$ cat src/rtl/i2c_pkg.sv
// Shared types and constants for the I2C target: FSM state encoding,
// bus event codes and the default target address.
package i2c_pkg;

  typedef enum logic [3:0] {
    ST_IDLE,
    ST_ADDR,
    ST_ADDR_ACK,
    ST_PTR,
    ST_PTR_ACK,
    ST_WDATA,
    ST_WDATA_ACK,
    ST_RDATA,
    ST_RDATA_ACK,
    ST_WAITSTOP
  } i2c_state_e;

  typedef enum logic [1:0] {
    EV_NONE,
    EV_START,
    EV_STOP
  } i2c_event_e;

  localparam logic [6:0] I2C_ADDR_DEFAULT = 7'h50;

  // SDA transitions are only meaningful as events while SCL is high.
  function automatic i2c_event_e bus_event(input logic scl_f, input logic sda_q,
                                           input logic sda_f);
    if (scl_f && sda_q && !sda_f) return EV_START;
    if (scl_f && !sda_q && sda_f) return EV_STOP;
    return EV_NONE;
  endfunction

endpackage

$ cat src/rtl/i2c_line_filter_m.sv
// Synchroniser plus glitch filter for one open-drain line; the filtered
// level only moves after FILT_LEN consecutive equal synchronised samples.
module i2c_line_filter_m #(
  parameter int SYNC_STAGES = 2,
  parameter int FILT_LEN    = 3
) (
  input  logic hsclk,
  input  logic rst,
  input  logic line_in,
  output logic line_f
);

  logic [SYNC_STAGES-1:0] sync_q;
  logic [FILT_LEN-1:0]    hist_q;

  // Preset high so a reset never looks like a bus transition.
  always_ff @(posedge hsclk or posedge rst) begin
    if (rst) begin
      sync_q <= '1;
      hist_q <= '1;
      line_f <= 1'b1;
    end else begin
      sync_q <= (sync_q << 1) | SYNC_STAGES'(line_in);
      hist_q <= (hist_q << 1) | FILT_LEN'(sync_q[SYNC_STAGES-1]);
      if (&hist_q)
        line_f <= 1'b1;
      else if (~|hist_q)
        line_f <= 1'b0;
    end
  end

endmodule

$ cat src/rtl/i2c_target_m.sv
// I2C target giving an external host byte access to a 2^PTR_W register
// bank through an auto-incrementing pointer. SDA is open-drain, SCL input only.
//
// state        | meaning
// IDLE         | bus free, waiting for START
// ADDR         | shifting in 7-bit address + R/W
// ADDR_ACK     | driving ACK for a matching address
// PTR          | shifting in the register pointer byte
// PTR_ACK      | driving ACK for the pointer byte
// WDATA        | shifting in a write data byte
// WDATA_ACK    | driving ACK for write data, then pointer+1
// RDATA        | driving a read byte MSB first
// RDATA_ACK    | released, sampling the host ACK/NACK
// WAITSTOP     | not addressed or host NACKed; ignore bits
module i2c_target_m
  import i2c_pkg::*;
#(
  parameter logic [6:0] I2C_ADDR    = I2C_ADDR_DEFAULT,
  parameter int         PTR_W       = 4,
  parameter int         SYNC_STAGES = 2,
  parameter int         FILT_LEN    = 3
) (
  input  logic             hsclk,
  input  logic             rst,
  input  logic             scl_in,
  input  logic             sda_in,
  output logic             sda_oe,
  output logic [PTR_W-1:0] reg_addr,
  output logic [7:0]       reg_wdata,
  output logic             reg_wr,
  output logic             reg_rd,
  input  logic [7:0]       reg_rdata,
  output logic             busy
);

  logic       scl_f, sda_f, scl_q, sda_q;
  logic       scl_rise, scl_fall;
  i2c_event_e ev;
  i2c_state_e state;
  logic [2:0] bit_cnt;
  logic [7:0] shift;
  logic [7:0] rx_byte;
  logic       rw_rd, ack_on, load_pend;

  i2c_line_filter_m #(.SYNC_STAGES(SYNC_STAGES), .FILT_LEN(FILT_LEN)) u_scl_filt (
    .hsclk(hsclk), .rst(rst), .line_in(scl_in), .line_f(scl_f)
  );

  i2c_line_filter_m #(.SYNC_STAGES(SYNC_STAGES), .FILT_LEN(FILT_LEN)) u_sda_filt (
    .hsclk(hsclk), .rst(rst), .line_in(sda_in), .line_f(sda_f)
  );

  assign scl_rise = scl_f & ~scl_q;
  assign scl_fall = ~scl_f & scl_q;
  assign ev       = bus_event(scl_f, sda_q, sda_f);
  assign rx_byte  = {shift[6:0], sda_f};

  always_ff @(posedge hsclk or posedge rst) begin
    if (rst) begin
      scl_q     <= 1'b1;
      sda_q     <= 1'b1;
      state     <= ST_IDLE;
      bit_cnt   <= '0;
      shift     <= '0;
      rw_rd     <= 1'b0;
      ack_on    <= 1'b0;
      load_pend <= 1'b0;
      sda_oe    <= 1'b0;
      reg_addr  <= '0;
      reg_wdata <= '0;
      reg_wr    <= 1'b0;
      reg_rd    <= 1'b0;
      busy      <= 1'b0;
    end else begin
      scl_q  <= scl_f;
      sda_q  <= sda_f;
      reg_wr <= 1'b0;
      reg_rd <= 1'b0;
      // Post-increment one cycle after the read strobe so the bank sees
      // the captured address while reg_rd is high.
      if (reg_rd)
        reg_addr <= reg_addr + PTR_W'(1);

      if (ev == EV_START) begin
        state     <= ST_ADDR;
        bit_cnt   <= '0;
        ack_on    <= 1'b0;
        load_pend <= 1'b0;
        sda_oe    <= 1'b0;
        busy      <= 1'b1;
      end else if (ev == EV_STOP) begin
        state     <= ST_IDLE;
        ack_on    <= 1'b0;
        load_pend <= 1'b0;
        sda_oe    <= 1'b0;
        busy      <= 1'b0;
      end else begin
        case (state)
          ST_IDLE: ;

          ST_ADDR, ST_PTR, ST_WDATA: begin
            if (scl_rise) begin
              shift   <= rx_byte;
              bit_cnt <= bit_cnt + 3'd1;
              if (bit_cnt == 3'd7) begin
                if (state == ST_ADDR) begin
                  if (shift[6:0] == I2C_ADDR) begin
                    rw_rd <= sda_f;
                    state <= ST_ADDR_ACK;
                  end else begin
                    state <= ST_WAITSTOP;
                  end
                end else if (state == ST_PTR) begin
                  reg_addr <= rx_byte[PTR_W-1:0];
                  state    <= ST_PTR_ACK;
                end else begin
                  reg_wdata <= rx_byte;
                  reg_wr    <= 1'b1;
                  state     <= ST_WDATA_ACK;
                end
              end
            end
          end

          ST_ADDR_ACK, ST_PTR_ACK, ST_WDATA_ACK: begin
            if (scl_fall) begin
              if (!ack_on) begin
                sda_oe <= 1'b1;
                ack_on <= 1'b1;
              end else begin
                ack_on  <= 1'b0;
                bit_cnt <= '0;
                sda_oe  <= 1'b0;
                if (state == ST_ADDR_ACK) begin
                  if (rw_rd) begin
                    // This fall opens the first read byte.
                    shift  <= reg_rdata;
                    sda_oe <= ~reg_rdata[7];
                    reg_rd <= 1'b1;
                    state  <= ST_RDATA;
                  end else begin
                    state <= ST_PTR;
                  end
                end else if (state == ST_PTR_ACK) begin
                  state <= ST_WDATA;
                end else begin
                  reg_addr <= reg_addr + PTR_W'(1);
                  state    <= ST_WDATA;
                end
              end
            end
          end

          ST_RDATA: begin
            if (scl_fall && load_pend) begin
              load_pend <= 1'b0;
              bit_cnt   <= '0;
              shift     <= reg_rdata;
              sda_oe    <= ~reg_rdata[7];
              reg_rd    <= 1'b1;
            end else if (scl_fall) begin
              sda_oe <= ~shift[6];
              shift  <= {shift[6:0], 1'b0};
            end else if (scl_rise) begin
              bit_cnt <= bit_cnt + 3'd1;
              if (bit_cnt == 3'd7)
                state <= ST_RDATA_ACK;
            end
          end

          ST_RDATA_ACK: begin
            if (scl_fall) begin
              sda_oe <= 1'b0;
            end else if (scl_rise) begin
              if (sda_f) begin
                state <= ST_WAITSTOP;
              end else begin
                state     <= ST_RDATA;
                load_pend <= 1'b1;
              end
            end
          end

          ST_WAITSTOP: sda_oe <= 1'b0;

          default: begin
            state  <= ST_IDLE;
            sda_oe <= 1'b0;
          end
        endcase
      end
    end
  end

endmodule

$ cat config.mk
export PLATFORM = sky130hd
export DESIGN_NAME = i2c_target_m
export DESIGN_NICKNAME = d
export VERILOG_FILES = /design/src/rtl/i2c_pkg.sv /design/src/rtl/i2c_line_filter_m.sv /design/src/rtl/i2c_target_m.sv
export SDC_FILE = /design/constraint.sdc
export NUM_CORES = 1
export LEC_CHECK = 0
export BUFFER_PORTS_ARGS = -buffer_cell sky130_fd_sc_hd__buf_2
export CAP_MARGIN = 30
export CORE_ASPECT_RATIO = 1.4
export CORE_MARGIN = 5
export CORE_UTILIZATION = 60
export CTS_BUF_LIST = sky130_fd_sc_hd__clkbuf_8
export CTS_CLUSTER_SIZE = 10
export DETAILED_ROUTE_END_ITERATION = 7
export PLACE_DENSITY = 0.81
export SLEW_MARGIN = 5
export SYNTH_ARGS = -nofsm -noshare
export SYNTH_HDL_FRONTEND = slang
export SYNTH_HIERARCHICAL = 1
export SYNTH_SLANG_ARGS = --single-unit
$ cat constraint.sdc
create_clock -name hsclk -period 2.4 [get_ports hsclk]
set_input_delay 0.48 -clock hsclk [delete_from_list [all_inputs] [get_ports hsclk]]
set_output_delay 0.48 -clock hsclk [all_outputs]
set_load 0.02 [all_outputs]
## Word level (Yosys, flattened, before mapping)

Cells that the tools add are included.

- Add/subtract/negate cells: 2
- Eq/ne operators: 41
- Muxes and demuxes: 97
- Bitwise operators: 14
- Reductions and logical operators: 30

Operators with widths:

| kind | count |
|---|---|
| two-way mux 4 bit | 27 |
| inequality test 4 bit (second input constant) | 14 |
| two-way mux 7 bit | 7 |
| two-way mux 1 bit | 43 |
| two-way mux 3 bit | 8 |
| case mux 7 bit (3 select lines) | 1 |
| case mux 4 bit (5 select lines) | 1 |
| equality test 4 x 3 -> 1 bit (second input constant) | 4 |
| AND reduction 7 bit | 2 |
| inequality test 2 bit (second input constant) | 6 |
| OR reduction 3 bit | 4 |
| AND reduction 11 bit | 1 |
| two-way mux 2 bit | 5 |
| AND reduction 5 bit | 2 |
| inequality test 3 bit (second input constant) | 3 |
| case mux 3 bit (3 select lines) | 1 |
| AND reduction 9 bit | 1 |
| nonzero test 3 bit | 3 |
| equality test 4 x 2 -> 1 bit (second input constant) | 2 |
| equality test 4 bit (second input constant) | 2 |
| NOT 1 bit | 8 |
| case mux 4 bit (2 select lines) | 1 |
| nonzero test 4 bit | 2 |
| equality test 7 bit (second input constant) | 1 |
| 23 further kinds | 35 |

- Bits in registers: 47
- Input port bits: 12
- Output and inout port bits: 16
- Logic and storage cells: 204

## Logic depth before layout (Yosys ltp)

Gate-level depths: netlist of run 1.

- Word-level depth: 10
- Mapped depth: 7
- Depth with buffers taken out: 6

## Cells and area by module

Netlist of run 1, hierarchy kept.

Modules (own cells, without submodules):

| module | instances | cells each | area an instance (µm²) | sequential area each (µm²) |
|---|---|---|---|---|
| i2c_target_m | 1 | 214 | 2127.0 | 878.3 |
| i2c_line_filter_m | 2 | 11 | 180.2 | 157.7 |

## Worst setup path before layout of run 1

OpenSTA, ideal clock, no wires.

- Path kind: register to register
- Start point: register u_scl_filt.line_f
- End point: register reg_wdata[0]
- Library setup time: 0.125 ns
- Data arrival time: 1.970 ns
- Required time: 2.275 ns
- Setup slack: 0.305 ns
- Stages on the path, launching flop included: 8
- Path buffers: 3
- Period minus slack after synthesis: 2.095 ns
- Cells stage by stage: dfstp_2 -> buf_2 -> nor2b_1 -> buf_2 -> nand3_1 -> or4_4 -> buf_6 -> mux2_4

- Longest elaborated chain between the ends: 9
- Elaborated cells between the ends (all ways): 16
- Classes of those cells: eq/ne: 2; mux: 6; bitwise: 3; reduce/logical: 5

Ends and longest elaborated chain:

| item | line | text |
|---|---|---|
| start, declared | i2c_line_filter_m.sv:10 | `output logic line_f` |
| start signal, assigned | i2c_line_filter_m.sv:21 | `line_f <= 1'b1;` |
| start signal, assigned | i2c_line_filter_m.sv:26 | `line_f <= 1'b1;` |
| start signal, assigned | i2c_line_filter_m.sv:28 | `line_f <= 1'b0;` |
| logical AND 1 bit (2 in a row) | i2c_pkg.sv:30 | `if (scl_f && !sda_q && sda_f) return EV_STOP;` |
| two-way mux 1 bit (2 in a row) | i2c_pkg.sv:30 |  |
| two-way mux 2 bit | i2c_pkg.sv:31 | `return EV_NONE;` |
| two-way mux 2 bit | i2c_pkg.sv:30 |  |
| equality test 2 bit / equality test 2 x 1 -> 1 bit (equally long branches) | i2c_target_m.sv:91, i2c_target_m.sv:84 |  |
| NOT 1 bit (no source line) | -- |  |
| AND reduction 7 bit (no source line) (*) | -- |  |
| end signal, assigned | i2c_target_m.sv:117 | `reg_wdata <= rx_byte;` |
| end, declared | i2c_target_m.sv:29 | `output logic [7:0] reg_wdata,` |

Every way passes the cells marked *; elsewhere a longest branch is shown, timed or not. The select of a mux whose other input is x is not followed.
A chain may end at the register's enable or synchronous reset.

## Final worst setup path of run 1

- Start point: register state[1]
- End point: register shift[3]

- Longest elaborated chain between the ends: 4
- Elaborated cells between the ends (all ways): 18
- Classes of those cells: eq/ne: 13; mux: 1; reduce/logical: 4

Ends and longest elaborated chain:

| item | line | text |
|---|---|---|
| start, declared | i2c_target_m.sv:39 | `i2c_state_e state;` |
| start signal, assigned | i2c_target_m.sv:62 | `state <= ST_IDLE;` |
| start signal, assigned | i2c_target_m.sv:85 | `state <= ST_ADDR;` |
| start signal, assigned | i2c_target_m.sv:92 | `state <= ST_IDLE;` |
| equality test 4 x 2 -> 1 bit, or another cell as far along | i2c_target_m.sv:98, i2c_target_m.sv:134 |  |
| OR reduction 3 bit | i2c_target_m.sv:98 | `case (state)` |
| inequality test 2 bit (no source line) / nonzero test 3 bit (equally long branches) | -- |  |
| AND reduction 9 bit (no source line) | -- |  |
| end signal, assigned | i2c_target_m.sv:103 | `shift <= rx_byte;` |
| end signal, assigned | i2c_target_m.sv:137 | `shift <= reg_rdata;` |
| end signal, assigned | i2c_target_m.sv:158 | `shift <= reg_rdata;` |
| end, declared | i2c_target_m.sv:41 | `logic [7:0] shift;` |

Several ways; a longest one is shown, not always the timed one.

==> impl_metrics.yaml, run 1 <==
routing:
  initialDrtViolationCount: 112
  wire_per_inst_um: 17.4
  routed_wl_um: 5380
  drt-vias-per-instance: 6.11
  drc: 0
  vias: 1888
  dr.pass1.iters: 4
  ant_nets: 0
pwr:
  ir_worst_vdd_v: 0.000486
  p_leak_nw: 1.30
  power_mw: 1.89
  cellPowerDensity_nw_per_um2: 688
place:
  portBuffers: 27
  pre_cts_slack_ns: 0.289
  gp_congestion: 0.917
  place.detailed.hpwl_um: 3960
  placedCellCount: 301
  place_area_um2: 2660
logic_synthesis:
  ys_top_cells_by_count: "dfrtp_1 (33), nand2_1 (18), mux2_2 (16), nor2_1 (15), dfstp_2 (14)"
  synthTopCellsByArea: "dfrtp_1 (33%), dfstp_2 (15%), mux2_2 (7.2%)"
  synth_edf_count: 0
  syn_avg_cell_area_um2: 10.5
  seq_area_frac_synth_pct: 48.0
  netlist_instances: 236
  post-synth-top-count-cell: "dfrtp_1"
  synth_warnings: 6
  netlist_area_um2: 2490
  yosys.area.top_type: "dfrtp_1"
  synth_seq_cells: 47
  async_reset_ff_share_pct: 100
  synth_ff_type: "dfrtp_1"
  syn_nets: 251
  synth_top_area_share_pct: 33.2
  synthDistinctLibCells: 53
timing:
  setup_tns_ns: 0
  fin_worst_hold_slack_ns: 0.279
  fin_skew_ns: 0.00523
  hold_viol: 0
  drv_slew: 0
  max_slew_margin_pct: 66.2
  fin_ws_ns: 0.234
  finalCritPeriodShare_pct: 90.2
  setup_viol: 0
  fmax_mhz: 462
  rsz0062_at_grt: "false"
  worst_pin_slew_ns: 0.505
  period_needed_ns: 2.17
worst_setup_path:
  critical_path.cell_chain: "or2_2, nand2_1, nand2_1, mux2_2, mux2_2"
  worstSetupPathType: "reg -> reg"
  cp_top_family: "simple AND/OR/NAND/NOR gates"
  rr_startpoint: "state[1]"
  worst-path-stages: 5
  worstPathArrival_ns: 2.35
  critical_path_buf_inv_count: 0
  cp_max_fo: 14
  startpoint: "state[1]"
  cp_slowest_stage_delay_ns: 0.52
  reg2reg_depth: 5
  cp-start-kind: "register"
  r2r_slack_ns: 0.23
  worstPathRequired_ns: 2.59
  crit_slowest_cell: "dfrtp_1"
  end_kind: "register"
finish:
  seqCellArea_um2: 1190
  multi_input_area_um2: 1170
  drive_above_1_share_pct: 32.3
  n_antenna_cell: 0
  stdcell_area_um2: 2750
  fill_cells: 306
  utilization_pct: 68.9
  synthToLayoutAreaGrowth_pct: 10.4
  final_cell_count_no_fill: 309
  final_net_count: 280
min_path:
  hp-class: "in -> reg"
  holdPathStages: 1
  holdCritStartpoint: "sda_in"
clocking:
  clk_pin_slew_ns: 0.08
  clockBufferDepth: 2
  cts_inserted_buffers: 5
  cts_root_buffer: "clkbuf_8"
  postCtsHoldBufs: 0
  cts_tree: "built"
  cts_setup_buffers: 0
  cts_num_sinks: 47
  htree_levels: 2
  clk_latency_ns: 0.30
  ctsResizeCount: 0
global_routing:
  grt_use_total_pct: 21.8
  grt_start_max_net_pins: 36
  grt_pass1_vias: 1947
  antenna_found_initial: 0
  grt_pass1_wl_um: 9470
  grt_overflow: 0
floorplan:
  num_rows: 27
  coreArea_um2: 3990
  io-pin-count: 28
  die-area_um2: 5550
  die_y_um: 86.2
  chipWidth_um: 64.4
  initial_core_util_pct: 62.4
flow_run:
  max_cap_viol_count: 0
outcome:
  status: "finished, final reports clean"
-- layout make-up --
| class | count | area share (%) |
|---|---|---|
| Sequential cell | 47 | 43.5 |
| Clock inverter | 3 | 0.593 |
| Timing Repair Buffer | 36 | 7.38 |
| Tap cell | 43 | 1.96 |
| Multi-Input combinational cell | 165 | 42.7 |
| Inverter | 10 | 1.37 |
| Clock buffer | 5 | 2.51 |
-- power by group --
group / switching (mW) / total [mW] / internal [mW] / leakage, nW
Sequential: 0.111 / 1.02 / 0.909 / 0.588
Combinational: 0.208 / 0.415 / 0.207 / 0.668
Clock: 0.255 / 0.454 / 0.199 / 0.0453
Total: 0.574 / 1.89 / 1.32 / 1.30
-- final timing paths --
check	end
worst max-delay path	shift[3]
worst min register to register	u_scl_filt/hist_q[0]
min in group asynchronous	bit_cnt[1]
worst min-delay path	u_sda_filt/sync_q[0]
max in group asynchronous	scl_q
worst max register to register	shift[3]
-- layer usage --
layer / track usage [%] / up-vias / part of all wire (%)
li1: - / 901 / -
met1: 27.0 / 899 / 42
met2: 35.2 / 67 / 49
met3: 3.89 / 21 / 5.0
met4: 13.1 / 0 / 4.4
met5: 0 / - / 0
-- cells by family (layout without fill, tap and decap cells) --
logic type	count (synthesis)	in the layout	share of synthesized area, %
buffers and inverters	24	54	4.88
flip-flops	47	47	48.0
AO/OA/AOI/OAI	54	54	14.3
adder cells (fa/ha/maj)	3	3	1.51
XOR/XNOR	9	9	3.17
multiplexers	27	27	13.3
AND/OR/NAND/NOR	72	72	14.9
-- worst reg2reg max path: cells and delay by family, from the launching register on --
| family | cells | cell delay, ns |
|---|---|---|
| flip-flops | 1 | 0.52 |
| AND/OR/NAND/NOR | 3 | 0.92 |
| multiplexers | 2 | 0.62 |
-- sequential cells by signal, indices dropped and copies added (netlist names) --
register	cells
reg_addr	4
u_sda_filt/line_f	1
reg_rd	1
busy	1
ack_on	1
bit_cnt	3
u_scl_filt/sync_q	2
u_sda_filt/hist_q	3
reg_wr	1
scl_q	1
load_pend	1
u_sda_filt/sync_q	2
rw_rd	1
sda_oe	1
u_scl_filt/hist_q	3
state	4
reg_wdata	8
u_scl_filt/line_f	1
shift	7
sda_q	1
-- cells in the final DEF, fill, tap and decap left out, types with 4 or more instances in the layout --
cell and n:
o21ai_0 12, clkbuf_8 5, a21oi_1 13, nor2_1 15
nor2b_1 4, mux2_4 8, nand2_1 18, o21ai_1 4
nand4_1 4, nor3_1 7, mux2_2 16, nand2b_1 4
buf_4 9, xnor2_1 6, dfstp_2 14, buf_2 27
dfrtp_1 33, nand3_1 7, inv_1 11
No activity file was read; power rests on OpenSTA's default activity.
==> run 2, diff against run 1 <==
--- a/config.mk
+++ b/config.mk
@@ -13,6 +13,7 @@
 export CTS_BUF_LIST = sky130_fd_sc_hd__clkbuf_8
 export CTS_CLUSTER_SIZE = 10
 export DETAILED_ROUTE_END_ITERATION = 7
+export GPL_TIMING_DRIVEN = 0
 export PLACE_DENSITY = 0.81
 export SLEW_MARGIN = 5
 export SYNTH_ARGS = -nofsm -noshare
==> run 2 against run 1 <==
Against the previous run: cell count up 1.6%; global-route usage about the same; sequential share of layout area down 0.28 points; count of clock-buffer cells in the layout unchanged; critical path depth up 2; utilization up 0.44 points.
==> impl_metrics.yaml, run 2 (same netlist as run 1, synthesis figures left out) <==
global_routing:
  antenna_found_initial: 0
  grt_pass1_vias: 1980
  grt_start_max_net_pins: 36
  grt_use_total_pct: 21.7
  grt_pass1_wl_um: 9520
  grt_overflow: 0
floorplan:
  coreArea_um2: 3990
  chipWidth_um: 64.4
  io-pin-count: 28
  die-area_um2: 5550
  die_y_um: 86.2
  initial_core_util_pct: 62.4
  num_rows: 27
clocking:
  clockBufferDepth: 2
  cts_tree: "built"
  htree_levels: 2
  cts_num_sinks: 47
  clk_latency_ns: 0.30
  clk_pin_slew_ns: 0.08
  postCtsHoldBufs: 0
  cts_setup_buffers: 0
  cts_root_buffer: "clkbuf_8"
  cts_inserted_buffers: 5
  ctsResizeCount: 0
finish:
  final_common_cell: "dfrtp_1"
  n_antenna_cell: 0
  final_net_count: 285
  drive_above_1_share_pct: 31.7
  synthToLayoutAreaGrowth_pct: 11.1
  largest_reg_flops: 8
  top_regs: "reg_wdata x8, shift x7"
  top_register: "reg_wdata"
  final_cell_mix: "dfrtp_1 (33), buf_2 (30), nand2_1 (18)"
  stdcell_area_um2: 2760
  utilization_pct: 69.3
timing:
  hold_viol: 0
  fin_ws_ns: 0.0750
  fin_worst_hold_slack_ns: 0.281
  worst_pin_slew_ns: 0.708
  finalCritPeriodShare_pct: 96.9
  fin_skew_ns: 0.0117
  setup_viol: 0
  fmax_mhz: 430
  drv_slew: 0
  max_slew_margin_pct: 52.8
  period_needed_ns: 2.32
worst_setup_path:
  cp_max_fo: 10
  crit_slowest_cell: "dfstp_2"
  worstPathArrival_ns: 2.51
  critical_path.cell_chain: "buf_2, nor2b_1, clkbuf_4, nand3_1, or4_4, buf_6, mux2_4"
  cp-start-kind: "register"
  worstPathRequired_ns: 2.59
  end_kind: "register"
  cp_slowest_stage_delay_ns: 0.56
  worstSetupPathType: "reg -> reg"
place:
  pre_cts_slack_ns: 0.117
  place_area_um2: 2680
  gp_congestion: 0.938
  portBuffers: 27
  place.detailed.hpwl_um: 3900
min_path:
  hp-class: "in -> reg"
routing:
  wire_per_inst_um: 17.5
  dr.pass1.iters: 5
  drt-vias-per-instance: 6.23
  routed_wl_um: 5500
  vias: 1957
  initialDrtViolationCount: 173
  drc: 0
  ant_nets: 0
flow_run:
  max_cap_viol_count: 0
pwr:
  p_leak_nw: 1.31
  cellPowerDensity_nw_per_um2: 694
  ir_worst_vdd_v: 0.000503
outcome:
  status: "finished, final reports clean"
==> run 2: cell types whose count changed in the layout (fill, tap and decap cells not counted), sizes merged <==
cell      previous run  this run
buf                 36        35
clkbuf               5        11
clkinvlp             1         0
inv                 11        12
==> run 2: worst paths after layout <==
path,cells past startpoint,endpoint,startpoint,slack (ns)
worst max-delay path,7,reg_wdata[3],u_scl_filt/line_f,0.08
min in group asynchronous,2,state[1],rst,0.30
worst min register to register,0,u_scl_filt/hist_q[0],u_scl_filt/sync_q[1],0.35
worst min-delay path,1,u_scl_filt/sync_q[0],scl_in,0.28
max in group asynchronous,2,rw_rd,rst,1.64
worst max register to register,7,reg_wdata[3],u_scl_filt/line_f,0.08
==> run 2: metrics by stage <==
step / setup TNS, ns / std cells / total power [mW]
finish: 0 / 314 / 1.92
global route: -0.566 / 314 / 2.02
CTS: 0 / 314 / 1.92
detailed placement: 0 / 306 / 1.45
global placement: 0 / 306 / 1.43
floorplan: 0 / 236 / 1.33
==> run 2: critical path: cells and delay by family (launching register included) <==
| family | cells | cell delay (ns) |
|---|---|---|
| muxes | 1 | 0.30 |
| buffers and inverters | 3 | 0.58 |
| and+or+nand+nor | 3 | 0.77 |
| DFF | 1 | 0.56 |
==> run 2: area by class of cell <==
cell class,instances,area (um^2)
fill,318,1220
clock inverter,3,15.0
multi-input combinational,165,1170
buffer,14,86.3
clock buffer,5,68.8
sequential,47,1190
tap,43,53.8
inverter,10,37.5
timing repair buffer,27,135
==> run 2: where the power goes <==
part | switching, mW | leakage [nW] | internal [mW]
clock | 0.264 | 0.0496 | 0.201
sequential | 0.109 | 0.588 | 0.909
combinational | 0.228 | 0.670 | 0.207
total | 0.601 | 1.31 | 1.32
==> run 2: metal layers <==
layer,GRT usage (%),part of all wire [%],wire (um)
met3,3.89,5.4,295
met5,0,0,0
met1,27.4,40,2220
met4,8.27,3.4,187
met2,37.0,51,2790
